[src/rtl/lsu_pkg.sv]
// Shared definitions for the load/store unit: RV32I funct3 codes, the FSM
// state type and the size/legality helpers used at request acceptance.
package lsu_pkg;

    // Load encodings
    localparam logic [2:0] F3_LB  = 3'b000;
    localparam logic [2:0] F3_LH  = 3'b001;
    localparam logic [2:0] F3_LW  = 3'b010;
    localparam logic [2:0] F3_LBU = 3'b100;
    localparam logic [2:0] F3_LHU = 3'b101;
    // Store encodings
    localparam logic [2:0] F3_SB  = 3'b000;
    localparam logic [2:0] F3_SH  = 3'b001;
    localparam logic [2:0] F3_SW  = 3'b010;

    typedef enum logic [1:0] {
        IDLE = 2'd0,
        ACC0 = 2'd1,
        ACC1 = 2'd2,
        RESP = 2'd3
    } lsu_state_e;

    // Byte-lane mask for an access of the given size code, at offset 0.
    function automatic logic [3:0] size_mask(input logic [1:0] size_code);
        case (size_code)
            2'b00:   return 4'b0001;
            2'b01:   return 4'b0011;
            default: return 4'b1111;
        endcase
    endfunction

    // Access size in bytes (1/2/4) for the given size code.
    function automatic logic [2:0] size_bytes(input logic [1:0] size_code);
        case (size_code)
            2'b00:   return 3'd1;
            2'b01:   return 3'd2;
            default: return 3'd4;
        endcase
    endfunction

    // Encodings that do not name a supported access.
    function automatic logic is_illegal(input logic store, input logic [2:0] funct3);
        if (store)
            return funct3[2] || (funct3[1:0] == 2'b11);
        else
            return (funct3 == 3'b011) || (funct3 == 3'b110) || (funct3 == 3'b111);
    endfunction

    // True when the access spills past the end of its aligned word.
    function automatic logic is_crossing(input logic [1:0] offset, input logic [1:0] size_code);
        return ({1'b0, offset} + size_bytes(size_code)) > 3'd4;
    endfunction

endpackage

[src/rtl/lsu_if.sv]
// Signal bundle between the load/store unit, the execute/writeback side and
// the data memory port. The master modport is the load/store unit itself; the
// slave modport is its environment (core pipeline plus memory).
interface lsu_if;
    // Request from execute
    logic        req_valid;
    logic        req_ready;
    logic        req_store;
    logic [2:0]  req_funct3;
    logic [31:0] req_addr;
    logic [31:0] req_wdata;
    // Response to writeback
    logic        rsp_valid;
    logic [31:0] rsp_rdata;
    logic        rsp_err;
    // Data memory port
    logic [31:0] mem_addr;
    logic [31:0] mem_wdata;
    logic [3:0]  mem_we;
    logic [31:0] mem_rdata;

    modport master (
        input  req_valid, req_store, req_funct3, req_addr, req_wdata, mem_rdata,
        output req_ready, rsp_valid, rsp_rdata, rsp_err, mem_addr, mem_wdata, mem_we
    );

    modport slave (
        output req_valid, req_store, req_funct3, req_addr, req_wdata, mem_rdata,
        input  req_ready, rsp_valid, rsp_rdata, rsp_err, mem_addr, mem_wdata, mem_we
    );
endinterface

[src/rtl/lsu_lane_align.sv]
// Purely combinational byte-lane alignment: positions store data and its
// lane mask across a 64-bit two-word window, and extracts/extends load data
// from the {hi, lo} read window.
module lsu_lane_align
    import lsu_pkg::*;
(
    input  logic [1:0]  offset,
    input  logic [2:0]  funct3,
    input  logic [31:0] store_data,
    input  logic [63:0] read_data,
    output logic [7:0]  lane_mask,
    output logic [63:0] write_data,
    output logic [31:0] load_data
);

    logic [5:0]  bit_shift;
    logic [31:0] store_sized;
    logic [31:0] read_window;

    // Shift store data/mask up by the byte offset and pull load data down by it
    always_comb begin
        // NOTE: every output of a combinational block gets a default first, so
        // no path through the case statements can leave a latch behind.
        store_sized = store_data;
        load_data   = '0;

        bit_shift   = {1'b0, offset, 3'b000};
        lane_mask   = {4'b0000, size_mask(funct3[1:0])} << offset;

        case (funct3[1:0])
            2'b00:   store_sized = {24'b0, store_data[7:0]};
            2'b01:   store_sized = {16'b0, store_data[15:0]};
            default: store_sized = store_data;
        endcase
        write_data  = {32'b0, store_sized} << bit_shift;

        read_window = 32'(read_data >> bit_shift);
        case (funct3)
            F3_LB:   load_data = {{24{read_window[7]}}, read_window[7:0]};
            F3_LH:   load_data = {{16{read_window[15]}}, read_window[15:0]};
            F3_LW:   load_data = read_window;
            F3_LBU:  load_data = {24'b0, read_window[7:0]};
            F3_LHU:  load_data = {16'b0, read_window[15:0]};
            default: load_data = '0;
        endcase
    end

endmodule

[src/rtl/load_store_unit.sv]
// Load/store unit: accepts one load or store per handshake, drives the
// word-addressed data memory port with byte-lane enables, and returns the
// aligned, extended load result through a single-cycle response strobe.
// Optional feature: define LSU_MISALIGNED_SPLIT_EN to split word-crossing
// accesses over two memory cycles (ACC0/ACC1); otherwise they are rejected
// with rsp_err.
module load_store_unit
    import lsu_pkg::*;
(
    input  logic  clk,
    input  logic  rst,
    lsu_if.master bus
);

    lsu_state_e  state;
    lsu_state_e  state_next;

    // Captured request and latched read data
    logic        cap_store;
    logic [2:0]  cap_funct3;
    logic [31:0] cap_addr;
    logic [31:0] cap_wdata;
    logic        cap_err;
    logic [31:0] rdata_lo;
`ifdef LSU_MISALIGNED_SPLIT_EN
    logic        cap_cross;
    logic [31:0] rdata_hi;
`endif

    logic        accept;
    logic        req_bad;
    logic [31:0] word_addr;
    logic [63:0] read_data;
    logic [7:0]  lane_mask;
    logic [63:0] write_data;
    logic [31:0] load_data;

    assign accept    = (state == IDLE) && bus.req_valid;
    assign word_addr = {cap_addr[31:2], 2'b00};

`ifdef LSU_MISALIGNED_SPLIT_EN
    assign read_data = {rdata_hi, rdata_lo};
`else
    assign read_data = {32'b0, rdata_lo};

    // The upper half of the alignment window only matters for split accesses
    logic unused_hi;
    assign unused_hi = ^{lane_mask[7:4], write_data[63:32]};
`endif

    lsu_lane_align u_align (
        .offset     (cap_addr[1:0]),
        .funct3     (cap_funct3),
        .store_data (cap_wdata),
        .read_data  (read_data),
        .lane_mask  (lane_mask),
        .write_data (write_data),
        .load_data  (load_data)
    );

    // Decide at acceptance whether the request goes straight to an error response
    always_comb begin
        req_bad = is_illegal(bus.req_store, bus.req_funct3);
`ifndef LSU_MISALIGNED_SPLIT_EN
        if (is_crossing(bus.req_addr[1:0], bus.req_funct3[1:0]))
            req_bad = 1'b1;
`endif
    end

    // FSM state register
    always_ff @(posedge clk) begin
        // NOTE: sequential state is written with non-blocking assignments so
        // every register samples pre-edge values regardless of block order.
        if (rst)
            state <= IDLE;
        else
            state <= state_next;
    end

    // FSM next-state logic
    always_comb begin
        state_next = state;
        case (state)
            IDLE: if (bus.req_valid) state_next = req_bad ? RESP : ACC0;
`ifdef LSU_MISALIGNED_SPLIT_EN
            ACC0: state_next = cap_cross ? ACC1 : RESP;
            ACC1: state_next = RESP;
`else
            ACC0: state_next = RESP;
`endif
            RESP: state_next = IDLE;
            default: state_next = IDLE;
        endcase
    end

    // Request capture and read-data latching
    always_ff @(posedge clk) begin
        // NOTE: the capture/data registers are reset too; they feed outputs
        // only through state decode, but a known value keeps rsp_rdata and the
        // read window free of stale data after reset.
        if (rst) begin
            cap_store  <= 1'b0;
            cap_funct3 <= '0;
            cap_addr   <= '0;
            cap_wdata  <= '0;
            cap_err    <= 1'b0;
            rdata_lo   <= '0;
`ifdef LSU_MISALIGNED_SPLIT_EN
            cap_cross  <= 1'b0;
            rdata_hi   <= '0;
`endif
        end else begin
            if (accept) begin
                cap_store  <= bus.req_store;
                cap_funct3 <= bus.req_funct3;
                cap_addr   <= bus.req_addr;
                cap_wdata  <= bus.req_wdata;
                cap_err    <= req_bad;
                rdata_lo   <= '0;
`ifdef LSU_MISALIGNED_SPLIT_EN
                cap_cross  <= is_crossing(bus.req_addr[1:0], bus.req_funct3[1:0]);
                rdata_hi   <= '0;
`endif
            end
            if (state == ACC0)
                rdata_lo <= bus.mem_rdata;
`ifdef LSU_MISALIGNED_SPLIT_EN
            if (state == ACC1)
                rdata_hi <= bus.mem_rdata;
`endif
        end
    end

    // Output decode from registered state and captured request only
    always_comb begin
        bus.req_ready = (state == IDLE);
        bus.rsp_valid = 1'b0;
        bus.rsp_err   = 1'b0;
        bus.rsp_rdata = '0;
        bus.mem_addr  = '0;
        bus.mem_wdata = '0;
        bus.mem_we    = '0;
        case (state)
            ACC0: begin
                bus.mem_addr = word_addr;
                if (cap_store) begin
                    bus.mem_wdata = write_data[31:0];
                    bus.mem_we    = lane_mask[3:0];
                end
            end
`ifdef LSU_MISALIGNED_SPLIT_EN
            ACC1: begin
                bus.mem_addr = word_addr + 32'd4;
                if (cap_store) begin
                    bus.mem_wdata = write_data[63:32];
                    bus.mem_we    = lane_mask[7:4];
                end
            end
`endif
            RESP: begin
                bus.rsp_valid = 1'b1;
                bus.rsp_err   = cap_err;
                if (!cap_store && !cap_err)
                    bus.rsp_rdata = load_data;
            end
            default: ;
        endcase
        // Reset must never let a half-finished store reach memory
        if (rst)
            bus.mem_we = '0;
    end

endmodule

[src/flat_wrapper.sv]
// flat-port wrapper written by rule: the top's interface ports become plain ports
module load_store_unit_flat import lsu_pkg::*;
  (clk, rst, bus_req_valid, bus_req_store, bus_req_funct3, bus_req_addr, bus_req_wdata, bus_mem_rdata, bus_req_ready, bus_rsp_valid, bus_rsp_rdata, bus_rsp_err, bus_mem_addr, bus_mem_wdata, bus_mem_we);
  lsu_if bus_i ();
  input  logic clk;
  input  logic rst;
  input wire logic [$bits(bus_i.req_valid)-1:0] bus_req_valid;
  input wire logic [$bits(bus_i.req_store)-1:0] bus_req_store;
  input wire logic [$bits(bus_i.req_funct3)-1:0] bus_req_funct3;
  input wire logic [$bits(bus_i.req_addr)-1:0] bus_req_addr;
  input wire logic [$bits(bus_i.req_wdata)-1:0] bus_req_wdata;
  input wire logic [$bits(bus_i.mem_rdata)-1:0] bus_mem_rdata;
  output wire logic [$bits(bus_i.req_ready)-1:0] bus_req_ready;
  output wire logic [$bits(bus_i.rsp_valid)-1:0] bus_rsp_valid;
  output wire logic [$bits(bus_i.rsp_rdata)-1:0] bus_rsp_rdata;
  output wire logic [$bits(bus_i.rsp_err)-1:0] bus_rsp_err;
  output wire logic [$bits(bus_i.mem_addr)-1:0] bus_mem_addr;
  output wire logic [$bits(bus_i.mem_wdata)-1:0] bus_mem_wdata;
  output wire logic [$bits(bus_i.mem_we)-1:0] bus_mem_we;
  assign bus_i.req_valid = bus_req_valid;
  assign bus_i.req_store = bus_req_store;
  assign bus_i.req_funct3 = bus_req_funct3;
  assign bus_i.req_addr = bus_req_addr;
  assign bus_i.req_wdata = bus_req_wdata;
  assign bus_i.mem_rdata = bus_mem_rdata;
  assign bus_req_ready = bus_i.req_ready;
  assign bus_rsp_valid = bus_i.rsp_valid;
  assign bus_rsp_rdata = bus_i.rsp_rdata;
  assign bus_rsp_err = bus_i.rsp_err;
  assign bus_mem_addr = bus_i.mem_addr;
  assign bus_mem_wdata = bus_i.mem_wdata;
  assign bus_mem_we = bus_i.mem_we;
  load_store_unit u_core (.clk(clk), .rst(rst), .bus(bus_i));
endmodule
[config.mk]
export PLATFORM = sky130hd
export DESIGN_NAME = load_store_unit_flat
export DESIGN_NICKNAME = d
export VERILOG_FILES = /design/src/rtl/lsu_pkg.sv /design/src/rtl/lsu_if.sv /design/src/rtl/lsu_lane_align.sv /design/src/rtl/load_store_unit.sv /design/src/flat_wrapper.sv
export SDC_FILE = /design/constraint.sdc
export NUM_CORES = 1
export LEC_CHECK = 0
export ABC_AREA = 0
export CORE_AREA = 3 3 113 115
export DETAILED_ROUTE_END_ITERATION = 8
export DIE_AREA = 0 0 116 118
export HOLD_SLACK_MARGIN = 0.15
export PLACE_DENSITY = 0.8
export SYNTH_ARGS = -nofsm -noshare
export SYNTH_HDL_FRONTEND = slang
export SYNTH_SLANG_ARGS = --single-unit
[constraint.sdc]
create_clock -name clk -period 2.2 [get_ports clk]
set_input_delay 0.44 -clock clk [delete_from_list [all_inputs] [get_ports clk]]
set_output_delay 0.44 -clock clk [all_outputs]
set_load 0.02 [all_outputs]
==> impl_metrics.tcl <==
set metrics [dict create \
    worstSetupPathType "reg -> out" \
    yosysTopAreaCell "dfxtp_1" \
    place_inst 1023 \
    r2r_slack_ps 530 \
    max_stage_delay_ps 540 \
    initialDrtViolationCount 632 \
    drc 0 \
    io_buffers 203 \
    syn_area_sq_um 5155 \
    relSlewSlack 0.3381 \
    period_share 1.108 \
    outcome "finished with violations" \
    fill_cells 962 \
    hpwl_um 12990 \
    hold_end "u_core.cap_addr[25]" \
    dieArea_sq_um 13690 \
    clock_tree.root_cell "clkbuf_16" \
    cts_tree "done" \
    routed_wl_um 19250 \
    insertion_delay_ps 360 \
    rsz0062_at_grt "true" \
    worstReg2RegStart "u_core.state[1]" \
    syn2layout_area_growth_pct 58.40 \
    min-delay-start "u_core.cap_addr[25]" \
    vdd_drop_max_mv 0.4829 \
    vias 5927 \
    post-route-min-period_ps 2438 \
    layout.nets 1007 \
    crit_path_top_delay_cell "or4_4" \
    firstDrtPassIters 6 \
    cp-end-kind "output port" \
    p_leak_nw 3.244 \
    cp_data_arrival_time_ps 2000 \
    cts.path.max_buffers 2 \
    top_layer "met5" \
    antenna_found_initial 1 \
    violations "negative setup slack" \
    critPathRequiredTime_ps 1760 \
    path_buf_inv 1 \
    crit_path_max_fanout 8 \
    ys_seq_elements 103 \
    grt_pass1_wl_um 28750 \
    pre_cts_slack_ps -394.7 \
    viasPerCell 5.629 \
    drv_cap 0 \
    cts_buffers 9 \
    drive_above_1_share 0.2804 \
    initial_utilization 0.4328 \
    postCtsHoldBufs 0 \
    coreArea_sq_um 11910 \
    yosysSeqAreaShare 0.4000 \
    avgSynthCellArea_sq_um 7.626 \
    power_density_nw_per_um2 586.4 \
    cts_sinks 103 \
    final_core_utilization 0.6855 \
    yosysUniqueCellTypes 42 \
    final_common_cell "nand2_1" \
    io_pins 206 \
    routed-wl-met3_um 1764 \
    die_y_um 118 \
    cp-start-kind "register" \
    synthCells 676 \
    final_cells 1053 \
    register_area_sq_um 2077 \
    track_usage 0.2629 \
    final_cell_mix "nand2_1 (152), clkdlybuf4s50_1 (103), dfxtp_1 (97)" \
    routedWlPerCell_um 18.28 \
    finalHoldViolCount 0 \
    max_freq_mhz 410.2 \
    rows 40 \
    cts-htree-levels 3 \
    wl_met2_um 9287 \
    ys_top_cells_by_area "dfxtp_1 (40%), nand2_1 (11%), a21oi_1 (7.5%)" \
    whs_path_depth 2 \
    r2r_end "u_core.rdata_lo[23]" \
    hold_path_class "reg -> reg" \
    startpoint "u_core.cap_addr[1]" \
    netlist.area_leader.share 0.4000 \
    first_global_vias 5470 \
    path_cells "mux2i_1 -> mux2_2 -> or4_4 -> a21oi_2 -> buf_4" \
    antennaDiodeCount 0 \
    setup_slack_ps -237.6 \
    clock_skew_ps 5.387 \
    ys.warnings.count 0 \
    path_clk_slew_ps 70 \
    maxSlewViolCount 0 \
    worstMarginPinSlew_ps 992.8 \
    die_w_um 116 \
    multi_input_area_sq_um 3147 \
    cp_top_family "simple AND/OR/NAND/NOR gates" \
    tns_ps -7865 \
    grt-ovfl-total 0 \
    gp_congestion 0.9185 \
    setup_viol 54 \
    met1Wirelength_um 7442 \
    ant_nets 0 \
    reg2reg_depth 7 \
    grt_start_max_net_pins 97 \
]
-- final cells by class --
| type | count | share of cell area |
|---|---|---|
| Clock buffer | 11 | 0.02850 |
| Clock inverter | 4 | 0.006742 |
| Inverter | 4 | 0.001839 |
| Multi-Input combinational cell | 506 | 0.3854 |
| Sequential cell | 103 | 0.2544 |
| Tap cell | 147 | 0.02253 |
| Timing Repair Buffer | 278 | 0.3006 |
-- kinds of logic (layout without fill, tap and decap cells) --
kind of cell / Yosys count / in the layout / share of synthesized area
AOI/OAI and AO/OA: 197 / 197 / 0.2505
buffers and inverters: 68 / 297 / 0.05679
adders and majority gates: 2 / 2 / 0.006310
muxes: 19 / 19 / 0.03738
xor gates and xnor gates: 1 / 1 / 0.001699
other: 1 / 2 / 0.0007275
and+or+nand+nor: 285 / 285 / 0.2466
DFF: 103 / 103 / 0.4000
-- worst max-delay path by stage --
| stage | to | slack (ps) | depth (start not counted) |
|---|---|---|---|
| 2_1_floorplan | bus_mem_wdata[24] | 90 | 5 |
| 3_3_place_gp | bus_rsp_rdata[15] | -320 | 6 |
| 3_5_place_dp | bus_rsp_rdata[18] | -390 | 7 |
| 4_1_cts | bus_rsp_rdata[10] | -270 | 6 |
| 5_1_grt | bus_mem_wdata[5] | -300 | 6 |
| 6_report | bus_rsp_rdata[12] | -240 | 5 |
-- flip-flops by register name, summed over array words and instances, names as in the netlist --
name / cells
u_core.cap_store: 1
u_core.cap_funct3: 3
u_core.rdata_lo: 32
u_core.cap_err: 1
u_core.state: 2
u_core.cap_addr: 32
u_core.cap_wdata: 32
-- worst register-to-register path, stage by stage (launching register included) --
cell	delay, ps
dfxtp_2	340
buf_4	150
nor2b_4	130
buf_4	130
buf_8	170
buf_4	360
a22oi_1	160
nor2_1	140
-- through the flow --
step | hold WS [ps] | total power (W) | area (sq um)
final | 455.2 | 0.004788 | 8165
after floorplan | 431.7 | 0.002609 | 5160
after CTS | 446.6 | 0.004707 | 7898
after detailed placement | 442.6 | 0.003080 | 7629
after global routing | 473.3 | 0.004980 | 8165
after global placement | 437.6 | 0.003053 | 7629
-- timing repair --
action                                  CTS  global route
gates resized for setup                 362           140
gates cloned                              1             2
buffers inserted                          3            11
pin swaps                                 4            13
endpoints found under the setup margin   98            98
-- Yosys cell counts --
| master | number |
|---|---|
| a2111oi_0 | 1 |
| a211oi_1 | 31 |
| a21o_1 | 8 |
| a21oi_1 | 77 |
| a21oi_2 | 8 |
| a221oi_1 | 8 |
| a22oi_1 | 40 |
| a311oi_1 | 1 |
| and2_1 | 39 |
| and3_1 | 2 |
| buf_1 | 5 |
| buf_2 | 12 |
| buf_4 | 2 |
| buf_6 | 2 |
| clkbuf_1 | 43 |
| conb_1 | 1 |
| dfxtp_1 | 103 |
| fa_1 | 1 |
| ha_1 | 1 |
| inv_1 | 4 |
| mux2_2 | 2 |
| mux2i_1 | 17 |
| nand2_1 | 153 |
| nand2b_1 | 3 |
| nand3_1 | 1 |
| nand3b_1 | 2 |
| nand4b_1 | 1 |
| nand4bb_1 | 1 |
| nor2_1 | 53 |
| nor2b_1 | 20 |
| nor3_1 | 6 |
| nor3b_1 | 1 |
| nor4_1 | 2 |
| o21ai_0 | 10 |
| o21ai_1 | 1 |
| o21bai_1 | 1 |
| o22ai_1 | 1 |
| o2bb2ai_1 | 8 |
| o31a_1 | 1 |
| o31ai_1 | 1 |
| or4_1 | 1 |
| xor2_1 | 1 |
-- power by group --
group | total, W | internal, W | switching (W) | leakage (nW)
combinational | 0.00108 | 0.000523 | 0.000554 | 2.26
clock | 0.00161 | 0.000884 | 0.000726 | 0.136
sequential | 0.00210 | 0.00199 | 0.000114 | 0.846
total | 0.00479 | 0.00340 | 0.00139 | 3.24
-- per-layer routing --
metal  up-vias  track usage
met2       317       0.4173
met1      2759       0.3317
li1       2781            -
met5         -            0
met3        68      0.08175
met4         2      0.09935
No activity file was read; power rests on OpenSTA's default activity.
